### src/rtl/muldiv_seq_pkg.sv
// muldiv_seq_pkg: shared encodings for the multi-cycle multiply/divide sequencer.
//   ALU_* : opcodes of the shared ALU (driven on alu_op)
//   md_op_e    : MULT/MULTU/DIV/DIVU request codes (op input)
//   md_state_e : sequencer states
package muldiv_seq_pkg;

  localparam logic [3:0] ALU_NOP = 4'd0;
  localparam logic [3:0] ALU_ADD = 4'd1;
  localparam logic [3:0] ALU_SUB = 4'd2;
  localparam logic [3:0] ALU_AND = 4'd3;
  localparam logic [3:0] ALU_OR  = 4'd4;
  localparam logic [3:0] ALU_XOR = 4'd5;
  localparam logic [3:0] ALU_NOR = 4'd6;

  typedef enum logic [1:0] {
    MD_MULT  = 2'd0,
    MD_MULTU = 2'd1,
    MD_DIV   = 2'd2,
    MD_DIVU  = 2'd3
  } md_op_e;

  typedef enum logic [2:0] {
    S_IDLE   = 3'd0,
    S_NEG_A  = 3'd1,
    S_NEG_B  = 3'd2,
    S_ITER   = 3'd3,
    S_FIX_LO = 3'd4,
    S_FIX_HI = 3'd5,
    S_DONE   = 3'd6
  } md_state_e;

  function automatic logic md_is_div(input md_op_e o);
    return (o == MD_DIV) || (o == MD_DIVU);
  endfunction

  function automatic logic md_is_signed(input md_op_e o);
    return (o == MD_MULT) || (o == MD_DIV);
  endfunction

endpackage

### src/rtl/muldiv_seq.sv
// muldiv_seq: multi-cycle MIPS MULT/MULTU/DIV/DIVU sequencer driving an
// external ALU one operation per cycle (shift-add multiply, restoring divide).
// Ports:
//   clk, rst (async, active-high)
//   start, op[1:0], rs_val[31:0], rt_val[31:0] : request, sampled at accept
//   busy, done                                 : status (done = DONE-cycle pulse)
//   hi[31:0], lo[31:0]                         : last completed result
//   alu_a, alu_b[31:0], alu_op[3:0]            : ALU operands/opcode
//   alu_c[31:0]                                : ALU result (combinational)
module muldiv_seq
  import muldiv_seq_pkg::*;
(
  input  logic        clk,
  input  logic        rst,
  input  logic        start,
  input  logic [1:0]  op,
  input  logic [31:0] rs_val,
  input  logic [31:0] rt_val,
  output logic        busy,
  output logic        done,
  output logic [31:0] hi,
  output logic [31:0] lo,
  output logic [31:0] alu_a,
  output logic [31:0] alu_b,
  output logic [3:0]  alu_op,
  input  logic [31:0] alu_c
);

  md_state_e   r_state, w_next;
  logic [31:0] r_whi, r_wlo, r_m;
  logic        r_sa, r_sb;
  logic [4:0]  r_cnt;
  logic        r_is_div, r_is_signed;
  logic        r_lo_zero;
  logic [31:0] r_hi, r_lo;

  md_op_e      w_op;
  logic [31:0] w_div_a;
  logic        w_take, w_cout;

  assign w_op    = md_op_e'(op);
  // Partial remainder shifted left; r_whi[31] is its 33rd bit, which forces a subtract.
  assign w_div_a = {r_whi[30:0], r_wlo[31]};
  assign w_take  = r_whi[31] | (w_div_a >= r_m);
  assign w_cout  = (alu_c < r_whi);

  assign busy = (r_state != S_IDLE);
  assign done = (r_state == S_DONE);
  assign hi   = r_hi;
  assign lo   = r_lo;

  always_ff @(posedge clk or posedge rst) begin
    if (rst) r_state <= S_IDLE;
    else     r_state <= w_next;
  end

  always_comb begin
    w_next = r_state;
    alu_op = ALU_NOP;
    alu_a  = '0;
    alu_b  = '0;
    case (r_state)
      S_IDLE: begin
        if (start) w_next = md_is_signed(w_op) ? S_NEG_A : S_ITER;
      end
      S_NEG_A: begin
        // rs operand: dividend (W_LO) for divide, multiplicand (M) for multiply
        alu_op = ALU_SUB;
        alu_b  = r_is_div ? r_wlo : r_m;
        w_next = S_NEG_B;
      end
      S_NEG_B: begin
        alu_op = ALU_SUB;
        alu_b  = r_is_div ? r_m : r_wlo;
        w_next = S_ITER;
      end
      S_ITER: begin
        if (r_is_div) begin
          alu_op = ALU_SUB;
          alu_a  = w_div_a;
          alu_b  = r_m;
        end else begin
          alu_op = ALU_ADD;
          alu_a  = r_whi;
          alu_b  = r_wlo[0] ? r_m : '0;
        end
        if (r_cnt == 5'd31) w_next = r_is_signed ? S_FIX_LO : S_DONE;
      end
      S_FIX_LO: begin
        alu_op = ALU_SUB;
        alu_b  = r_wlo;
        w_next = S_FIX_HI;
      end
      S_FIX_HI: begin
        if (r_is_div) begin
          alu_op = ALU_SUB;
          alu_b  = r_whi;
        end else begin
          alu_op = ALU_NOR;
          alu_a  = r_whi;
          alu_b  = r_whi;
        end
        w_next = S_DONE;
      end
      S_DONE:  w_next = S_IDLE;
      default: w_next = S_IDLE;
    endcase
  end

  always_ff @(posedge clk or posedge rst) begin
    if (rst) begin
      r_whi       <= '0;
      r_wlo       <= '0;
      r_m         <= '0;
      r_sa        <= 1'b0;
      r_sb        <= 1'b0;
      r_cnt       <= '0;
      r_is_div    <= 1'b0;
      r_is_signed <= 1'b0;
      r_lo_zero   <= 1'b0;
      r_hi        <= '0;
      r_lo        <= '0;
    end else begin
      case (r_state)
        S_IDLE: begin
          if (start) begin
            r_is_div    <= md_is_div(w_op);
            r_is_signed <= md_is_signed(w_op);
            r_whi       <= '0;
            r_wlo       <= md_is_div(w_op) ? rs_val : rt_val;
            r_m         <= md_is_div(w_op) ? rt_val : rs_val;
            r_sa        <= md_is_signed(w_op) & rs_val[31];
            r_sb        <= md_is_signed(w_op) & rt_val[31];
            r_cnt       <= '0;
          end
        end
        S_NEG_A: begin
          if (r_sa) begin
            if (r_is_div) r_wlo <= alu_c;
            else          r_m   <= alu_c;
          end
        end
        S_NEG_B: begin
          if (r_sb) begin
            if (r_is_div) r_m   <= alu_c;
            else          r_wlo <= alu_c;
          end
        end
        S_ITER: begin
          r_cnt <= r_cnt + 5'd1;
          if (r_is_div) begin
            r_whi <= w_take ? alu_c : w_div_a;
            r_wlo <= {r_wlo[30:0], w_take};
          end else begin
            {r_whi, r_wlo} <= {w_cout, alu_c, r_wlo[31:1]};
          end
        end
        S_FIX_LO: begin
          // Low word zero means the +1 of the 64-bit negate carries into the high word.
          r_lo_zero <= (r_wlo == '0);
          if (r_sa ^ r_sb) r_wlo <= alu_c;
        end
        S_FIX_HI: begin
          if (r_is_div) begin
            if (r_sa) r_whi <= alu_c;
          end else if (r_sa ^ r_sb) begin
            r_whi <= alu_c + {31'b0, r_lo_zero};
          end
        end
        S_DONE: begin
          r_hi <= r_whi;
          r_lo <= r_wlo;
        end
        default: ;
      endcase
    end
  end

endmodule

### config.mk
export PLATFORM = sky130hd
export DESIGN_NAME = muldiv_seq
export DESIGN_NICKNAME = d
export VERILOG_FILES = /design/src/rtl/muldiv_seq_pkg.sv /design/src/rtl/muldiv_seq.sv
export SDC_FILE = /design/constraint.sdc
export NUM_CORES = 1
export LEC_CHECK = 0
export CAP_MARGIN = 15
export CORE_MARGIN = 2
export CORE_UTILIZATION = 45
export DETAILED_ROUTE_END_ITERATION = 16
export MAX_ROUTING_LAYER = met4
export PLACE_DENSITY = 0.67
export SYNTH_ARGS = -nofsm -noshare
export SYNTH_HDL_FRONTEND = slang
export SYNTH_SLANG_ARGS = --single-unit
### constraint.sdc
create_clock -name clk -period 7.3 [get_ports clk]
set_input_delay 1.095 -clock clk [delete_from_list [all_inputs] [get_ports clk]]
set_output_delay 1.095 -clock clk [all_outputs]
set_load 0.01 [all_outputs]
## Word level (Yosys, flattened, before mapping)

Index checks and enable logic that the tools add are counted.

- Flip-flop bits (word level): 173
- Word-level logic and storage cells: 96
- Input port bits: 101

- Magnitude comparators: 2
- Bitwise operators: 4
- Eq/ne operators: 20
- Mux-type cells: 39
- $add $sub $neg: 2
- Reduce and logical (&&, ||, !) cells: 17

Operators with widths:

| operator | number |
|---|---|
| 32-bit 2-to-1 mux | 24 |
| 32-bit case mux with 5 select lines | 2 |
| 32-bit case mux with 3 select lines | 2 |
| 32-bit case mux with 2 select lines | 1 |
| 32-bit by 1-bit adder with 32-bit output | 1 |
| 32-bit >= comparator | 1 |
| 32-bit zero test | 1 |
| 32-bit < comparator | 1 |
| 2-bit != test, second input constant | 9 |
| 3-bit case mux with 6 select lines | 1 |
| 5-bit case mux with 2 select lines | 1 |
| 3-bit == test, second input constant | 3 |
| 3-bit 2-to-1 mux | 3 |
| 3-bit case mux with 3 select lines | 1 |
| 3-bit nonzero test | 3 |
| 7-bit AND reduction | 1 |
| 3-bit by 2-bit == test with 1-bit output, second input constant | 2 |
| 2-bit 2-to-1 mux | 3 |
| 3-bit != test, second input constant | 2 |
| 2-bit AND reduction | 3 |
| 6-bit AND reduction | 1 |
| 5-bit by 1-bit adder with 5-bit output, second input constant | 1 |
| 5-bit == test, second input constant | 1 |
| 5-bit 2-to-1 mux | 1 |
| other kinds (12) | 15 |

## Depth between registers and ports, before layout

- Depth in word-level cells: 5
- Mapped depth: 11
- Gate-level depth less buffers: 9

## Worst setup path after synthesis

OpenSTA, ideal clock, no wires.

- Path type: input to register
- Start: input alu_c[15]
- End: register r_whi[29]
- Required time: 7.165 ns
- Arrival time: 2.893 ns
- Stages on the path: 9
- Setup slack: 4.272 ns
- Path through: buf_2 and4_1 or4b_1 buf_2 and4bb_1 xor2_1 a221o_1 o211ai_1 o211ai_2

- Word-level cells in the longest chain between the ends: 4

Ends and longest elaborated chain:

| element | RTL line | source |
|---|---|---|
| from (decl) | muldiv_seq.sv:26 | `input logic [31:0] alu_c` |
| 32-bit by 1-bit adder with 32-bit output | muldiv_seq.sv:167 | `r_whi <= alu_c + {31'b0, r_lo_zero};` |
| 32-bit 2-to-1 mux | muldiv_seq.sv:166 | `end else if (r_sa ^ r_sb) begin` |
| 32-bit 2-to-1 mux | muldiv_seq.sv:164 | `if (r_is_div) begin` |
| 32-bit case mux with 3 select lines | muldiv_seq.sv:124 | `case (r_state)` |
| to (signal assigned) | muldiv_seq.sv:155 | `{r_whi, r_wlo} <= {w_cout, alu_c, r_wlo[31:1]};` |
| to (signal assigned) | muldiv_seq.sv:165 | `if (r_sa) r_whi <= alu_c;` |
| to (signal assigned) | muldiv_seq.sv:167 |  |
| to (decl) | muldiv_seq.sv:30 | `logic [31:0] r_whi, r_wlo, r_m;` |

Every way passes these cells. The select of a mux whose other input is x is not followed.
A chain may end at the register's enable or synchronous reset.

## Worst setup path in the final report

- Start: register r_state[0]
- End: output alu_a[30]

- Word-level cells in the longest chain between the ends: 2
- Elaborated cells on any way between the ends: 3
- Those cells by class: eq/ne: 2; mux: 1

Ends and longest elaborated chain:

| element | RTL line | source |
|---|---|---|
| from (decl) | muldiv_seq.sv:29 | `md_state_e r_state, w_next;` |
| from (signal assigned) | muldiv_seq.sv:54 | `else r_state <= w_next;` |
| 3-bit == test or 3-bit by 2-bit == test with 1-bit output (tied branches) | muldiv_seq.sv:62 | `case (r_state)` |
| 32-bit case mux with 2 select lines (*) | muldiv_seq.sv:62 |  |
| to (decl) | muldiv_seq.sv:23 | `output logic [31:0] alu_a,` |

Every way passes the cells marked *; elsewhere a longest branch is shown, timed or not.

==> metrics <==
outcome finished clean; # hold bufs at CTS 0; vias in the first global route about 12000; DIE HEIGHT ~170 um; WP data required a little over 6 ns; Synth Area in Simple Gates 0.171; sequential area share after synthesis 0.341; Tightest Pin Transition 1.14 ns; post-synthesis mux area share 0.117; LEAKAGE 6.98 nW; Clock Tree Buf Depth 2; Area Growth Syn to Fin 24.3%; Seq cells post-synth 173; FF-to-FF Start r_state[1]; post-synthesis xor/xnor area fraction 0.0221; clk_lat worst skew 0.45 ns; DP Area 15200 um^2; Cell Pwr Density 377 nW/um^2; Syn Inst Count around 1500; highest clock rate 213 MHz; CTS root buffer clkbuf_16; largest family of logic cells by synthesized area compound AO/OA/AOI/OAI gates; worst r2r dst r_wlo[0]; Hold Path End hi[6]; proportion of layout cells with a drive suffix above 1 0.0647; worst-path cell chain nor2b_1, and2_1, nand2_1, buf_4, o21ai_0, clkdlybuf4s50_1; Slew Viols, Final 0; hold path start hi[6]; port bufs 233; Post-Syn Area around 13000 um^2; routed len/inst 21.8 um; H-tree levels 4; Synth Area in Adders 0.0660; DRC viols 0; Crit path arrival time 3.59 ns; Tcrit/Tclk final 0.642; YS warnings 0; Setup crit end kind output port; first-pass GRT wire length 70100 um; unrepaired setup endpoints after global routing false; DRT Wirelength 45400 um; Critical Path Fanout Max 38; Final Hold Vio Count 0; Synth Flop Type dfrtp_1; TritonCTS Sinks 173; final setup violation count 0; cell row count 61; number of synthesized flops with an enable pin 0; total gr overflow 0; setup tns final 0 ns; skew final 0.0164 ns; FFs w/ async S/R, synth 1.00; placed instance count ~2000; r2r worst-path depth 9; fin nets 1856; Die X 172 um; Iter 0 DRT Violations 1327; slowest cell delay on critical path 0.83 ns; die footprint 29600 um^2; largest net degree at the start of global routing 97; Post-DRT Antenna Nets 0; CTS Buf Count 17; Fillers 2587; First-pass DRT Iterations 7; reg-to-reg setup timing slack around 3.8 ns; num ports between 200 and 250; Mapped Nets 1708; min-delay worst type flip-flop to flip-flop; Worst-path clk slew around 0.08 ns; vias per cell 6.08; utilization after layout 0.569; final instance area approximately 16000 um^2; Placer Congestion 0.963; initial antenna violation count 1; # Max-Cap Violations 0; Compound-Gate Fraction of Synth Area 0.221; Initial Util 0.457; Worst path slowest cell dfrtp_1; Core Area 27800 um^2; CTS tree done; worst vdd ir 233 uV; total track usage 0.317; CP Class flip-flop to output port; worst hold path stage count 2; relative slew slack 0.236; CP Launch Type flip-flop; hpwl dp 33400 um; shortest period the worst path allows 4.69 ns; post_cts resized 0; post-route insts no fill 2080; distinct cell type count after synthesis slightly below 70; post-CTS setup buffer count 0; Via Count between 10000 and 15000; Avg Cell Area, Syn 8.25 um^2
## cell usage after synthesis, types with 2 or more instances
cell,number,area share
buf_4,2,0.0012
a221oi_1,47,0.032
nand4_2,2,0.0020
o21a_1,4,0.0024
nand4_1,17,0.0084
a2111oi_0,3,0.0021
inv_1,71,0.021
dfrtp_1,173,0.34
o211ai_2,2,0.0020
o22ai_1,43,0.021
nand3_1,33,0.013
xnor2_1,17,0.012
mux2i_1,110,0.087
nand2b_1,9,0.0044
nor2b_1,5,0.0025
ha_1,67,0.066
o211ai_1,31,0.018
buf_1,6,0.0018
a211oi_1,7,0.0041
and2_1,4,0.0020
nor3_1,8,0.0032
nand2_1,315,0.093
and4_1,5,0.0034
o21ai_0,187,0.074
nor2_1,69,0.020
nor4_1,9,0.0044
a21oi_1,28,0.011
a31oi_1,3,0.0015
or3_1,3,0.0015
buf_2,26,0.010
clkbuf_1,92,0.027
xor2_1,15,0.010
a211o_1,2,0.0014
mux2_2,34,0.030
and3_1,7,0.0034
nand3b_1,2,0.0012
nor3_2,2,0.0016
a21o_1,4,0.0024
a221o_1,46,0.036
## how the worst max path moves through the flow
| stage | cells after the start | slack [ns] | startpoint | to |
|---|---|---|---|---|
| 2_1_floorplan | 1 | 1.52 | rst | hi[0] |
| 3_3_place_gp | 6 | 3.16 | r_state[0] | alu_a[26] |
| 3_5_place_dp | 6 | 3.13 | r_state[0] | alu_a[30] |
| 4_1_cts | 6 | 2.64 | r_state[0] | alu_a[30] |
| 5_1_grt | 6 | 2.36 | r_state[0] | alu_a[27] |
| 6_report | 6 | 2.61 | r_state[0] | alu_a[30] |
## state kept, by name, indices dropped and copies added (netlist names)
name         flops
hi              32
r_is_signed      1
r_sa             1
lo              32
r_sb             1
r_state          3
r_wlo           32
r_cnt            5
r_m             32
r_is_div         1
r_lo_zero        1
r_whi           32
## worst max-delay path: cells and delay by family, from the launching register on
kind,cells,cell delay [ns]
AOI/OAI and AO/OA,1,0.26
buffers and inverters,2,0.92
DFF,1,0.83
and+or+nand+nor,3,1.12
## metrics by stage
stage          setup slack, ns  power [W]  hold WS (ns)
3_3_place_gp              3.16    0.00487         0.461
2_1_floorplan             1.52    0.00363         0.450
6_report                  2.61    0.00596         0.478
4_1_cts                   2.64    0.00591         0.486
3_5_place_dp              3.13    0.00495         0.463
5_1_grt                   2.36    0.00638         0.501
## cell families after synthesis
logic type | Yosys count
simple gates | 499
compound gates | 426
buf+inv | 198
flops | 173
mux | 144
fa+ha+maj | 67
xor+xnor | 32
other cells | 1
## cells in the final DEF, fill, tap and decap left out, types with 23 or more instances in the layout
| cell type | count |
|---|---|
| o21ai_0 | 186 |
| nand2_1 | 314 |
| a21oi_1 | 27 |
| mux2_2 | 34 |
| inv_1 | 70 |
| ha_1 | 67 |
| a221oi_1 | 47 |
| clkdlybuf4s50_1 | 232 |
| o211ai_1 | 31 |
| a221o_1 | 46 |
| nor2_1 | 67 |
| nand3_1 | 33 |
| o22ai_1 | 43 |
| mux2i_1 | 110 |
| buf_4 | 23 |
| dfrtp_1 | 172 |
## routing by layer
layer  wire [um]  vias up  global-route usage  share of wire
met5           0        -                   -              0
met4        1160        0               0.100          0.026
met3        3960       72              0.0364          0.087
met2       18600      623               0.431           0.41
met1       21800     6083               0.487           0.48
li1            -     5860                   -              -
## final cells by class
cell class,instances,area [um^2],share of cell area
tap,378,473,0.0299
inverter,71,272,0.0172
clock buffer,18,439,0.0278
clock inverter,14,170,0.0108
multi-input combinational,1169,7610,0.482
sequential,173,4330,0.274
antenna,1,2.50,0.000158
timing repair buffer,256,2500,0.158
## power breakdown
part           total, W  switching (W)  leakage (nW)  internal, W
Clock          0.000962       0.000460         0.297     0.000501
Combinational   0.00322        0.00182          4.52      0.00139
Sequential      0.00178       0.000528          2.17      0.00125
(Power assumes the default switching activity.)
